$ cat src/rtl/sensor_scan_pkg.sv
// rtl/sensor_scan_pkg.sv - shared types and constants for the sensor scanner
package sensor_scan_pkg;
  localparam int NUM_SENSORS     = 4;
  localparam int SENSOR_W        = 8;
  localparam int SEL_W           = 2;
  localparam int TIMEOUT_CYC_DEF = 16;

  typedef enum logic [1:0] {
    ST_IDLE,
    ST_REQ,
    ST_GAP,
    ST_DONE
  } state_t;
endpackage

$ cat src/rtl/sensor_scan_if.sv
// rtl/sensor_scan_if.sv - request/ack bus between the scanner and the sensor responders
interface sensor_scan_if;
  import sensor_scan_pkg::*;

  logic [SEL_W-1:0]    sns_sel;
  logic                sns_req;
  logic                sns_ack;
  logic [SENSOR_W-1:0] sns_data;

  modport master (output sns_sel, output sns_req, input sns_ack, input sns_data);
  modport slave  (input sns_sel, input sns_req, output sns_ack, output sns_data);
endinterface

$ cat src/rtl/sensor_scan_timer.sv
// rtl/sensor_scan_timer.sv - per-request wait counter; expired is high during the last allowed cycle
module sensor_scan_timer
  import sensor_scan_pkg::*;
#(
  parameter int TIMEOUT_CYC = TIMEOUT_CYC_DEF
) (
  input  logic i_clk,
  input  logic i_rst_n,
  input  logic i_clear,
  input  logic i_enable,
  output logic o_expired
);
  localparam int CNT_W = $clog2(TIMEOUT_CYC + 1);

  logic [CNT_W-1:0] r_cnt;

  always_ff @(posedge i_clk or negedge i_rst_n) begin
    if (!i_rst_n) begin
      r_cnt <= '0;
    end else if (i_clear) begin
      r_cnt <= '0;
    end else if (i_enable && !o_expired) begin
      r_cnt <= r_cnt + 1'b1;
    end
  end

  assign o_expired = (r_cnt == CNT_W'(TIMEOUT_CYC - 1));
endmodule

$ cat src/rtl/sensor_scan.sv
// rtl/sensor_scan.sv - scans four sensors per frame and publishes the complete frame atomically
// Optional request timeout enabled by defining SENSOR_SCAN_TIMEOUT_EN.
module sensor_scan
  import sensor_scan_pkg::*;
#(
  parameter int TIMEOUT_CYC = TIMEOUT_CYC_DEF
) (
  input  logic                   i_clk,
  input  logic                   i_rst_n,
  input  logic                   i_start,
  sensor_scan_if.master          sns,
  output logic [SENSOR_W-1:0]    o_sensor1,
  output logic [SENSOR_W-1:0]    o_sensor2,
  output logic [SENSOR_W-1:0]    o_sensor3,
  output logic [SENSOR_W-1:0]    o_sensor4,
  output logic                   o_frame_valid,
  output logic                   o_busy,
  output logic [NUM_SENSORS-1:0] o_timeout_flags
);
  state_t              r_state;
  logic [SEL_W-1:0]    r_sel;
  logic                r_req;
  logic                r_frame_valid;
  logic                r_busy;
  logic [SENSOR_W-1:0] r_shadow [NUM_SENSORS];
  logic [SENSOR_W-1:0] r_sensor [NUM_SENSORS];

`ifdef SENSOR_SCAN_TIMEOUT_EN
  logic [NUM_SENSORS-1:0] r_shadow_to;
  logic [NUM_SENSORS-1:0] r_flags;
  logic                   w_expired;

  sensor_scan_timer #(.TIMEOUT_CYC(TIMEOUT_CYC)) u_timer (
    .i_clk     (i_clk),
    .i_rst_n   (i_rst_n),
    .i_clear   (r_state != ST_REQ),
    .i_enable  (r_state == ST_REQ),
    .o_expired (w_expired)
  );

  assign o_timeout_flags = r_flags;
`else
  logic w_unused_timeout;
  assign w_unused_timeout = ^TIMEOUT_CYC;
  assign o_timeout_flags  = '0;
`endif

  always_ff @(posedge i_clk or negedge i_rst_n) begin
    if (!i_rst_n) begin
      r_state       <= ST_IDLE;
      r_sel         <= '0;
      r_req         <= 1'b0;
      r_frame_valid <= 1'b0;
      r_busy        <= 1'b0;
      for (int i = 0; i < NUM_SENSORS; i++) begin
        r_shadow[i] <= '0;
        r_sensor[i] <= '0;
      end
`ifdef SENSOR_SCAN_TIMEOUT_EN
      r_shadow_to <= '0;
      r_flags     <= '0;
`endif
    end else begin
      r_frame_valid <= 1'b0;
      case (r_state)
        ST_IDLE: begin
          if (i_start) begin
            r_state <= ST_REQ;
            r_sel   <= '0;
            r_req   <= 1'b1;
            r_busy  <= 1'b1;
`ifdef SENSOR_SCAN_TIMEOUT_EN
            r_shadow_to <= '0;
`endif
          end
        end
        ST_REQ: begin
          // A late ack in the expiry cycle still delivers real data.
          if (sns.sns_ack) begin
            r_shadow[r_sel] <= sns.sns_data;
            r_req           <= 1'b0;
            r_state         <= ST_GAP;
          end
`ifdef SENSOR_SCAN_TIMEOUT_EN
          else if (w_expired) begin
            r_shadow[r_sel]    <= '0;
            r_shadow_to[r_sel] <= 1'b1;
            r_req              <= 1'b0;
            r_state            <= ST_GAP;
          end
`endif
        end
        ST_GAP: begin
          if (r_sel == SEL_W'(NUM_SENSORS - 1)) begin
            r_state       <= ST_DONE;
            r_sensor      <= r_shadow;
            r_frame_valid <= 1'b1;
`ifdef SENSOR_SCAN_TIMEOUT_EN
            r_flags <= r_shadow_to;
`endif
          end else begin
            r_sel   <= r_sel + 1'b1;
            r_req   <= 1'b1;
            r_state <= ST_REQ;
          end
        end
        ST_DONE: begin
          r_state <= ST_IDLE;
          r_busy  <= 1'b0;
        end
        default: r_state <= ST_IDLE;
      endcase
    end
  end

  assign sns.sns_sel  = r_sel;
  assign sns.sns_req  = r_req;
  assign o_sensor1     = r_sensor[0];
  assign o_sensor2     = r_sensor[1];
  assign o_sensor3     = r_sensor[2];
  assign o_sensor4     = r_sensor[3];
  assign o_frame_valid = r_frame_valid;
  assign o_busy        = r_busy;
endmodule
$ cat src/flat_wrapper.sv
// flat-port wrapper written by rule: the top's interface ports become plain ports
module sensor_scan_flat import sensor_scan_pkg::*;
#(
  parameter int TIMEOUT_CYC = TIMEOUT_CYC_DEF
)
  (i_clk, i_rst_n, i_start, o_sensor1, o_sensor2, o_sensor3, o_sensor4, o_frame_valid, o_busy, o_timeout_flags, sns_sns_sel, sns_sns_req, sns_sns_ack, sns_sns_data);
  sensor_scan_if sns_i ();
  input  logic i_clk;
  input  logic i_rst_n;
  input  logic i_start;
  output logic [SENSOR_W-1:0] o_sensor1;
  output logic [SENSOR_W-1:0] o_sensor2;
  output logic [SENSOR_W-1:0] o_sensor3;
  output logic [SENSOR_W-1:0] o_sensor4;
  output logic o_frame_valid;
  output logic o_busy;
  output logic [NUM_SENSORS-1:0] o_timeout_flags;
  output wire logic [$bits(sns_i.sns_sel)-1:0] sns_sns_sel;
  output wire logic [$bits(sns_i.sns_req)-1:0] sns_sns_req;
  input wire logic [$bits(sns_i.sns_ack)-1:0] sns_sns_ack;
  input wire logic [$bits(sns_i.sns_data)-1:0] sns_sns_data;
  assign sns_sns_sel = sns_i.sns_sel;
  assign sns_sns_req = sns_i.sns_req;
  assign sns_i.sns_ack = sns_sns_ack;
  assign sns_i.sns_data = sns_sns_data;
  sensor_scan #(.TIMEOUT_CYC(TIMEOUT_CYC)) u_core (.i_clk(i_clk), .i_rst_n(i_rst_n), .i_start(i_start), .sns(sns_i), .o_sensor1(o_sensor1), .o_sensor2(o_sensor2), .o_sensor3(o_sensor3), .o_sensor4(o_sensor4), .o_frame_valid(o_frame_valid), .o_busy(o_busy), .o_timeout_flags(o_timeout_flags));
endmodule
$ cat config.mk
export PLATFORM = sky130hd
export DESIGN_NAME = sensor_scan_flat
export DESIGN_NICKNAME = d
export VERILOG_FILES = /design/src/rtl/sensor_scan_pkg.sv /design/src/rtl/sensor_scan_if.sv /design/src/rtl/sensor_scan_timer.sv /design/src/rtl/sensor_scan.sv /design/src/flat_wrapper.sv
export SDC_FILE = /design/constraint.sdc
export NUM_CORES = 1
export LEC_CHECK = 0
export BUFFER_PORTS_ARGS = -buffer_cell sky130_fd_sc_hd__buf_2
export CORE_MARGIN = 8
export CORE_UTILIZATION = 54
export CTS_BUF_LIST = sky130_fd_sc_hd__clkbuf_16
export DETAILED_ROUTE_END_ITERATION = 8
export PLACE_DENSITY_LB_ADDON = 0.2
export SKIP_LAST_GASP = 1
export SYNTH_ARGS = -nofsm -noshare
export SYNTH_HDL_FRONTEND = slang
export SYNTH_HIERARCHICAL = 1
export SYNTH_SLANG_ARGS = --single-unit
$ cat constraint.sdc
create_clock -name i_clk -period 1.8 [get_ports i_clk]
set_clock_uncertainty 0.05 [all_clocks]
set_input_delay 0.18 -clock i_clk [delete_from_list [all_inputs] [get_ports i_clk]]
set_output_delay 0.18 -clock i_clk [all_outputs]
set_load 0.005 [all_outputs]
* Yosys cells after proc, flatten, opt, wreduce, memory -nomap -nowiden
Cells that the tools add are included.
Storage, ports and cells: input bits 12, logic and storage cells 52, flip-flop bits (word level) 71, output and inout bits 41
Cells by class: bitwise operators 1, reductions and logical operators 11, $lt $le $gt $ge 2, muxes and demuxes 17, $add $sub $neg 1, equal/unequal tests 7
Operators by type and width (count):
- bitwise mux 32 bit | 1
- demux 8 bit (select 2 bit) | 1
- two-way mux 2 bit | 5
- two-way mux 8 bit | 1
- one-hot mux 2 bit (4 select lines) | 1
- AND reduction 2 bit | 4
- equality test 2 bit (second input constant) | 3
- != test 2 bit (second input constant) | 3
- two-way mux 1 bit | 5
- one-hot mux 2 bit (2 select lines) | 1
- AND reduction 4 bit | 1
- nonzero test 2 bit | 2
- greater-or-equal comparator 3 bit (second input constant) | 1
- less-than comparator 3 x 1 -> 1 bit (second input constant) | 1
- inverter 2 -> 3 bit | 1
- one-hot mux 1 bit (3 select lines) | 1
- AND reduction 3 bit | 1
- nonzero test 3 bit | 1
- adder 2 x 1 -> 2 bit (second input constant) | 1
- equality test 2 x 1 -> 1 bit (second input constant) | 1
- zero test 2 bit | 1
- one-hot mux 1 bit (2 select lines) | 1
- logical AND 1 bit | 1

* Logic depth before layout (Yosys ltp)
Gate-level depths: netlist of run 1.
depth in word-level cells 6, gate-level depth with buffers 6, depth with buffers taken out 4

* Worst setup path after synthesis of run 1
No wires, ideal clock.
kind flip-flop to flip-flop, from register u_core.r_sel[0], in the netlist u_core/sns.sns_sel[0], to register u_core.r_sensor, in the netlist u_core/o_sensor1[7], buffers on the path 2, setup time 0.125 ns, required time 1.625 ns, arrival time 1.476 ns, cell stages (with the launch flop) 6, path slack 0.149 ns, period minus slack after synthesis 1.651 ns, cells stage by stage dfrtp_1 ha_1 buf_4 nand3b_2 buf_2 mux2_2
Between the ends: word-level cells in the longest chain between the ends 2
RTL lines:
- from (decl) | RTL line sensor_scan.sv:21 | logic [SEL_W-1:0] r_sel;
- from (signal assigned) | RTL line sensor_scan.sv:102 | r_sel <= r_sel + 1'b1;
- equality test 2 bit | RTL line sensor_scan.sv:94 | if (r_sel == SEL_W'(NUM_SENSORS - 1)) begin
- AND reduction 2 bit (no source line)
- to (signal assigned) | RTL line sensor_scan.sv:96 | r_sensor <= r_shadow;
- to (decl) | RTL line sensor_scan.sv:26 | logic [SENSOR_W-1:0] r_sensor [NUM_SENSORS];
No other way between the ends. A chain may end at the register's enable or synchronous reset.

* Worst setup path after layout of run 1
from register u_core.r_sel[0], in the netlist u_core/sns.sns_sel[0], to register u_core.r_state[1]
Between the ends: word-level cells in the longest chain between the ends 3
RTL lines:
- equality test 2 bit | RTL line sensor_scan.sv:94
- two-way mux 2 bit | RTL line sensor_scan.sv:94
- one-hot mux 2 bit (4 select lines) | RTL line sensor_scan.sv:65 | case (r_state)
- to (signal assigned) | RTL line sensor_scan.sv:68 | r_state <= ST_REQ;
- to (signal assigned) | RTL line sensor_scan.sv:95 | r_state <= ST_DONE;
- to (signal assigned) | RTL line sensor_scan.sv:104 | r_state <= ST_REQ;
- to (decl) | RTL line sensor_scan.sv:20 | state_t r_state;
No other way between the ends.

==> flow_summary.toml, run 1 <==
[pwr]
power.total_uw = 5010
p_leak_uw = 0.00184
powerDensity_nw_per_um2 = 1480
ir_worst_vdd_mv = 0.934

[layout]
layout-drive-gt1-share = 0.576
diodes = 0
fillers = 363
area_delta_synth_final_pct = 21.5
fin_nets = 251

[global_routing]
grtUsageTotal = 0.154
antenna_found_initial = 0
grt_pass1_wl_mm = 8.72
grt_remaining_overflow = 0
grt_pass1_vias = 1771
grt_max_degree = 72

[place]
gp_congestion = 0.674
hpwl_mm = 3.66
port_buffers = 48

[detailed_routing]
num_vias = 1561
post_drt_wl_per_cell_um = 17.2
dr.first_iter.drc_count = 71
dr.pass1.iters = 4
drc_errors = 0
wirelength_mm = 5.31
ant_nets = 0
vias_per_cell = 5.07

[critical_path]
crit_path_end_kind = "flop"
critPathKind = "reg -> reg"
r2r-start = "u_core/sns.sns_sel[0]"
arrival_ns = 1.77
critPathRequiredTime_ns = 1.95
start_kind = "flop"
crit_chain = "ha_1, nand3b_2, buf_4, inv_1, or2_2"
rr_worst_depth = 5
cp-startpoint = "u_core/sns.sns_sel[0]"
cpPeakStageDelay_ns = 0.38
crit_slowest_cell = "dfrtp_1"
cp_max_fo = 16

[clock_network]
cts_setup_buffers = 0
cts_tree = "yes"
clk_pin_slew_ns = 0.05
cts_hold_buf = 2
cts.sinks = 71
clock_path_buffers = 2
h-tree-depth = 3
cts_root_buf = "clkbuf_16"
cts_resized = 0
insertion_delay_ns = 0.32
cts_made_buffers = 9

[die]
die-width_um = 87.9
fp.dieH_um = 87.9
row_count = 26
core_area_um2 = 5040
initial_utilization = 0.554
dieArea_um2 = 7730
io_pins = 53

[run_status]
outcome = "finished, final reports clean"

[synth]
syn_avg_cell_area_um2 = 16.0
ys_seq_area_frac = 0.636
ys_types = 23
ys_top_cells_by_area = "dfrtp_1, mux2_2, ha_1"
synth_area_um2 = 2790
syn_inst = 175
synthTopCellsByCount = "dfrtp_1, mux2_2, buf_4"
synth_async_sr_flop_share = 1.00
yosysTopAreaCell = "dfrtp_1"
yosys_most_used_dff = "dfrtp_1"
yosysWarnings = 6
synth_seq_cells = 71
yosysMostFrequentCell = "dfrtp_1"
synth_edf_count = 0
synth_top_area_frac = 0.636

[sta]
fin_crit_sh = 0.895
rsz0062_at_grt = "false"
setup_viol = 0
final_hold_viol_count = 0
fin_hold_ws_ns = 0.0837
slew_viol_final = 0
layout_min_cycle_time_ns = 1.61
max_freq_mhz = 621
fin_setup_tns_ns = 0

[worst_hold_path]
worstHoldStart = "sns_sns_data[1]"
hold_depth = 2
hold_path.class = "in -> reg"

[flow_run]
drv_cap = 0
[cells by family after synthesis]
group	share of synthesized area
other cells	0.00134
simple gates	0.0233
fa+ha+maj	0.0179
buf+inv	0.0332
mux	0.258
compound gates	0.0296
flops	0.636
[routing by layer]
metal  routed length [um]  vias to the layer above  track usage
met5                    0                        -            0
met3                  338                        7       0.0619
met1                 2280                      804        0.182
li1                     -                      720            -
met2                 2610                       30        0.237
met4                   76                        0       0.0750
[layout make-up]
| type | count | area (um2) | area share |
|---|---|---|---|
| Timing Repair Buffer | 56 | 330 | 0.0974 |
| Clock inverter | 5 | 22.5 | 0.00664 |
| Tap cell | 70 | 87.6 | 0.0258 |
| Inverter | 4 | 15.0 | 0.00443 |
| Clock buffer | 9 | 225 | 0.0664 |
| Sequential cell | 71 | 1780 | 0.524 |
| Multi-Input combinational cell | 93 | 933 | 0.275 |
[path summary, 6_finish.rpt]
kind                                              end  slack (ns)
max in group asynchronous       u_core/sns.sns_sel[0]        1.05
worst max-delay path                u_core/r_state[1]        0.19
worst min-delay path              u_core/r_shadow[17]        0.08
worst max register to register      u_core/r_state[1]        0.19
min in group asynchronous         u_core/r_shadow[18]        0.36
worst min register to register    u_core/o_sensor1[7]        0.45
[cells in the final DEF, fill, tap and decap left out]
| master | n |
|---|---|
| a21oi_1 | 3 |
| o22a_2 | 1 |
| nor2_1 | 2 |
| inv_1 | 8 |
| mux2_1 | 1 |
| a22o_1 | 1 |
| nand3b_2 | 1 |
| buf_4 | 4 |
| nor3_1 | 1 |
| ha_1 | 4 |
| conb_1 | 4 |
| buf_2 | 48 |
| a22o_2 | 2 |
| o21ai_0 | 1 |
| mux2_2 | 63 |
| or2_2 | 1 |
| dlygate4sd3_1 | 2 |
| o31ai_1 | 1 |
| a21o_1 | 1 |
| o2bb2ai_1 | 1 |
| clkinvlp_4 | 1 |
| clkbuf_16 | 9 |
| nand2_2 | 4 |
| buf_12 | 2 |
| dfrtp_1 | 71 |
| and3b_2 | 1 |
[registers in the layout, summed over array words and instances (netlist names)]
register,flops
u_core/sns.sns_req,1
u_core/o_sensor3,8
u_core/sns.sns_sel,2
u_core/o_frame_valid,1
u_core/o_busy,1
u_core/o_sensor4,8
u_core/o_sensor2,8
u_core/o_sensor1,8
u_core/r_state,2
u_core/r_shadow,32
[critical path: cells and delay by family (launching register included)]
family        cells  cell delay (ns)
flops             1             0.38
fa+ha+maj         1             0.28
buf+inv           2             0.34
simple gates      2             0.44
[power by group]
group          internal [uW]  total, uW  switching (uW)  leakage [uW]
sequential              2130       2420             291      0.000940
combinational            662       1120             455      0.000770
clock                    893       1470             572      0.000132
[stage by stage]
step / setup WS (ns) / instance area (um2) / cells / util
global placement: 0.238 / 3120 / 292 / 0.619
global route: 0.135 / 3390 / 308 / 0.672
floorplan: 0.149 / 2800 / 178 / -
CTS: 0.193 / 3390 / 308 / 0.672
detailed placement: 0.200 / 3120 / 292 / 0.619
finish: 0.189 / 3390 / 308 / 0.672
Note: power is estimated with default switching activity, not from simulation.
==> run 2: changes to the inputs <==
Settings changed: ABC_AREA set to 1, CORE_UTILIZATION 54 to 55, GPL_TIMING_DRIVEN set to 0, SKIP_LAST_GASP 1 to unset.
==> run 2 against run 1 <==
Compared with the run above: clock power is 3% higher; first-iteration DRC count is 92% higher; critical path depth stayed put; register-to-register slack better by 0.17 ns; setup slack better by 0.17 ns; via count is 39% higher; hold slack worse by 0.024 ns; critical endpoint is now u_core/o_sensor3[2]; highest routed layer unchanged.
==> flow_summary.toml, run 2 <==
[clock_network]
clk_pin_slew_ns = 0.05
clock_path_buffers = 2
cts_tree = "yes"
h-tree-depth = 3
cts.sinks = 71
insertion_delay_ns = 0.32
cts_root_buf = "clkbuf_16"
cts_made_buffers = 9

[critical_path]
crit_slowest_cell = "dfrtp_1"
cp_max_fo = 10
crit_path_end_kind = "flop"
cpPeakStageDelay_ns = 0.40
critPathKind = "reg -> reg"
cp_common_cell = "nand2_1"
crit_chain = "ha_1, nand2_2, clkbuf_1, nand2_1, nand2_1"
arrival_ns = 1.65
start_kind = "flop"
critPathRequiredTime_ns = 2.01

[synth]
synth_area_um2 = 2890
synthTopCellsByCount = "nand2_1, dfrtp_1, inv_1"
yosysWarnings = 6
ys_top_cells_by_area = "dfrtp_1, nand2_1, o21ai_0"
ys_types = 20
syn_inst = 316
syn_avg_cell_area_um2 = 9.14
synth_edf_count = 0
yosysMostFrequentCell = "nand2_1"
ys_seq_area_frac = 0.615
yosys_most_used_dff = "dfrtp_1"
synth_top_area_frac = 0.615
synth_seq_cells = 71
synth_async_sr_flop_share = 1.00
yosysTopAreaCell = "dfrtp_1"

[global_routing]
grt_pass1_wl_mm = 10.2
grt_remaining_overflow = 0
antenna_found_initial = 0
grt_max_degree = 72
grt_pass1_vias = 2180
grtUsageTotal = 0.173

[sta]
fin_setup_tns_ns = 0
final_hold_viol_count = 0
fin_ws_ns = 0.362
max_freq_mhz = 695
fin_crit_sh = 0.799
layout_min_cycle_time_ns = 1.44
setup_viol = 0
worst_pin_slew_ns = 0.853
relSlewSlack = 0.431
rsz0062_at_grt = "false"
slew_viol_final = 0

[place]
place_area_um2 = 3230
hpwl_mm = 4.27
gp_congestion = 0.770
place_ws_ns = 0.357
port_buffers = 48

[layout]
mostFrequentLayoutCells = "nand2_1, dfrtp_1, buf_2, inv_1, o21ai_0"
multi_input_area_um2 = 953
seqCellArea_um2 = 1780
final_common_cell = "nand2_1"
diodes = 0
design_area_um2 = 3500
top_register = "u_core/r_shadow"
layout-drive-gt1-share = 0.221
fillers = 431
largest_reg_flops = 32
fin_nets = 395
area_delta_synth_final_pct = 21.1

[pwr]
p_leak_uw = 0.00207
ir_worst_vdd_mv = 0.802
powerDensity_nw_per_um2 = 1550

[worst_hold_path]
hold_path.class = "in -> reg"

[detailed_routing]
drc_errors = 0
ant_nets = 0
num_vias = 2171
wirelength_mm = 6.06
dr.pass1.iters = 4
dr.first_iter.drc_count = 136
post_drt_wl_per_cell_um = 13.3
vias_per_cell = 4.78

[die]
io_pins = 53
core_area_um2 = 5070
die-width_um = 88.5
fp.dieH_um = 88.5
initial_utilization = 0.569
row_count = 26
dieArea_um2 = 7830

[flow_run]
drv_cap = 0

[run_status]
outcome = "finished, final reports clean"
==> run 2: cell types whose count changed in the layout (fill, tap and decap cells not counted), moves of 4 or more <==
cell     before  now
nand2_1       0  173
mux2_2       63    0
o21ai_0       1   17
inv_1         8   20
inv_2         0    5
buf_4         4    8
==> run 2: routing by layer <==
metal  global-route usage  vias up  part of all wire
li1                     -     1087                 -
met1                0.213     1015              0.42
met2                0.274       60              0.49
met3               0.0436        9             0.067
met4               0.0891        0             0.017
met5                    0        -                 0
==> run 2: path summary, 6_finish.rpt <==
check,startpoint,end,slack [ns],cells past startpoint
setup / recovery,u_core/sns.sns_sel[0],u_core/o_sensor3[2],0.36,5
hold / removal,i_start,u_core/o_busy,0.06,3
setup reg to reg,u_core/sns.sns_sel[0],u_core/o_sensor3[2],0.36,5
hold reg to reg,u_core/o_sensor4[6],u_core/o_sensor4[6],0.42,2
max in group asynchronous,i_rst_n,u_core/o_sensor2[3],0.69,2
min in group asynchronous,i_rst_n,u_core/o_frame_valid,0.46,2
==> run 2: cell families (layout without fill, tap and decap cells) <==
| logic type | Yosys count | count (layout) | share of synthesized area |
|---|---|---|---|
| other | 1 | 4 | 0.00130 |
| AND/OR/NAND/NOR | 185 | 185 | 0.270 |
| flip-flops | 71 | 71 | 0.615 |
| AO/OA/AOI/OAI | 20 | 20 | 0.0373 |
| buffers and inverters | 35 | 100 | 0.0585 |
| adder cells (fa/ha/maj) | 4 | 4 | 0.0173 |
==> run 2: critical path, delay by kind of cell (launching register included) <==
family	cells	cell delay [ns]
simple gates	3	0.32
fa+ha+maj	1	0.25
flops	1	0.40
buf+inv	1	0.35
==> run 2: final cells by class <==
cell class / count / share of cell area
Timing Repair Buffer: 49 / 0.0723
Buffer: 12 / 0.0236
Tap cell: 70 / 0.0250
Multi-Input combinational cell: 213 / 0.273
Inverter: 23 / 0.0247
Clock inverter: 7 / 0.00930
Clock buffer: 9 / 0.0644
Sequential cell: 71 / 0.508
==> run 2: report_power, final <==
part	internal (uW)	total [uW]	switching, uW
logic	563	1390	831
registers	2200	2510	316
clock network	906	1520	613
total	3670	5430	1760
==> run 2: repair_timing <==
item | 4_1_cts | 5_1_grt
buffers inserted | 0 | 0
hold endpoints to repair | 71 | 0
hold buffers | 1 | 0
resized for setup | 0 | 0
==> run 2: metrics by stage <==
stage | util | total power (uW) | std cells | hold WS, ns
2_1_floorplan | - | 3370 | 319 | -0.166
3_3_place_gp | 0.636 | 3850 | 437 | 0.380
3_5_place_dp | 0.636 | 3930 | 437 | 0.294
4_1_cts | 0.689 | 5470 | 454 | 0.0562
5_1_grt | 0.689 | 5820 | 454 | 0.0802
6_report | 0.689 | 5430 | 454 | 0.0594
==> run 3: changes to the inputs <==
Clock period 1.8 ns to 1.4 ns, I/O delays scaled along.
==> run 3 against run 2 <==
Compared with the run above: die area stayed put; total power increased by 31%; sequential cell count is the same; setup slack worse by 0.31 ns; count of clock-buffer cells in the layout unchanged; non-clock buffer count up 10; clock power grew 29%; hold slack lost 0.041 ns; register-to-register slack worse by 0.31 ns; largest cell class unchanged.
==> flow_summary.toml, run 3 (synthesis gave the netlist of run 2 again) <==
[run_status]
outcome = "finished, final reports clean"

[detailed_routing]
vias_per_cell = 4.77
post_drt_wl_per_cell_um = 13.6
num_vias = 2211
wirelength_mm = 6.29
drc_errors = 0
dr.first_iter.drc_count = 136
dr.pass1.iters = 4
ant_nets = 0

[pwr]
switching_power_uw = 2320
p_leak_uw = 0.00214
p_clk_frac = 0.275
powerDensity_nw_per_um2 = 1970
power.total_uw = 7120
swShare = 0.326
combinationalPowerShare = 0.271
p_seq_frac = 0.454
p_int_uw = 4800
ir_worst_vdd_mv = 1.04

[clock_network]
cts_tree = "yes"
insertion_delay_ns = 0.32
h-tree-depth = 3
cts.sinks = 71
cts_made_buffers = 9
clock_path_buffers = 2
clk_pin_slew_ns = 0.05
cts_root_buf = "clkbuf_16"

[sta]
relSlewSlack = 0.432
rsz0062_at_grt = "true"
setup_viol = 0
fin_ws_ns = 0.0498
fin_crit_sh = 0.964
fin_setup_tns_ns = 0
slew_viol_final = 0
max_freq_mhz = 741
worst_pin_slew_ns = 0.852
final_hold_viol_count = 0
layout_min_cycle_time_ns = 1.35

[global_routing]
grt_remaining_overflow = 0
grt_pass1_wl_mm = 10.2
grt_pass1_vias = 2180
grt_max_degree = 72
grtUsageTotal = 0.173
antenna_found_initial = 0

[layout]
diodes = 0
layout-drive-gt1-share = 0.259
largest_reg_flops = 32
top_register = "u_core/r_shadow"
mostFrequentLayoutCells = "nand2_1, dfrtp_1, buf_2, inv_1, o21ai_0"
fin_nets = 405
final_common_cell = "nand2_1"
area_delta_synth_final_pct = 25.2
design_area_um2 = 3620

[critical_path]
arrival_ns = 1.55
crit_slowest_cell = "dfrtp_1"
cp_max_fo = 8
crit_chain = "inv_2, nand3_4, nor2_8, buf_6, nand2_1, nand2_1"
rrSetupSlack_ns = 0.05
crit_path_end_kind = "flop"
critPathKind = "reg -> reg"
start_kind = "flop"
cpPeakStageDelay_ns = 0.39
cp-startpoint = "u_core/r_state[1]"
cp_common_cell = "nand2_1"
critPathRequiredTime_ns = 1.60
r2r-start = "u_core/r_state[1]"

[place]
place_ws_ns = -0.0433
gp_congestion = 0.770
place_area_um2 = 3230
hpwl_mm = 4.27
port_buffers = 48

[worst_hold_path]
hold_path.class = "in -> reg"
worstHoldStart = "i_start"

[die]
initial_utilization = 0.569
io_pins = 53
row_count = 26
die-width_um = 88.5
fp.dieH_um = 88.5
dieArea_um2 = 7830
core_area_um2 = 5070

[flow_run]
drv_cap = 0
[run 3: metrics by stage]
stage | std cells | util | hold WS, ns
after detailed placement | 437 | 0.636 | 0.254
after floorplan | 319 | - | -0.206
final | 464 | 0.713 | 0.0182
after CTS | 454 | 0.689 | 0.0162
after global routing | 464 | 0.713 | 0.0390
after global placement | 437 | 0.636 | 0.340
[run 3: what timing repair did]
action,CTS,global route
setup buffers,0,9
pin swaps,0,6
gates cloned,0,1
hold buffers,1,0
hold endpoints to repair,71,0
gates resized for setup,1,13
setup endpoints to repair,10,48
[run 3: cell type report]
class / count / area, um2
repair buffers: 59 / 348
inverters: 23 / 93.8
well taps: 70 / 87.6
clock buffers: 9 / 225
fillers: 403 / 1460
flip-flops and latches: 71 / 1780
clock inverters: 7 / 32.5
plain buffers: 12 / 83.8
multi-input cells: 213 / 968
[run 3: power by group through the flow]
stage	Clock (uW)	Sequential, uW	Combinational (uW)
final	1960	3230	1930
after global routing	2090	3320	2210
after CTS	1980	3230	1820
after detailed placement	0	3260	1800
after global placement	0	3210	1730
after floorplan	0	3210	1130
[run 3: layer usage]
layer  global-route usage  wire, um
met2                0.274      3050
met1                0.213      2760
met3               0.0436       382
met4               0.0891       101
met5                    0         0
[run 3: path summary, 6_finish.rpt]
path,end,cells after the start
worst max-delay path,u_core/r_shadow[19],6
worst min-delay path,u_core/o_busy,3
worst max register to register,u_core/r_shadow[19],6
worst min register to register,u_core/o_sensor4[6],2
max in group asynchronous,u_core/o_sensor2[3],2
min in group asynchronous,u_core/o_frame_valid,2
[run 3: worst max-delay path: cells and delay by family, from the launching register on]
kind | cells | cell delay, ns
and+or+nand+nor | 4 | 0.58
DFF | 1 | 0.39
buffers and inverters | 2 | 0.26
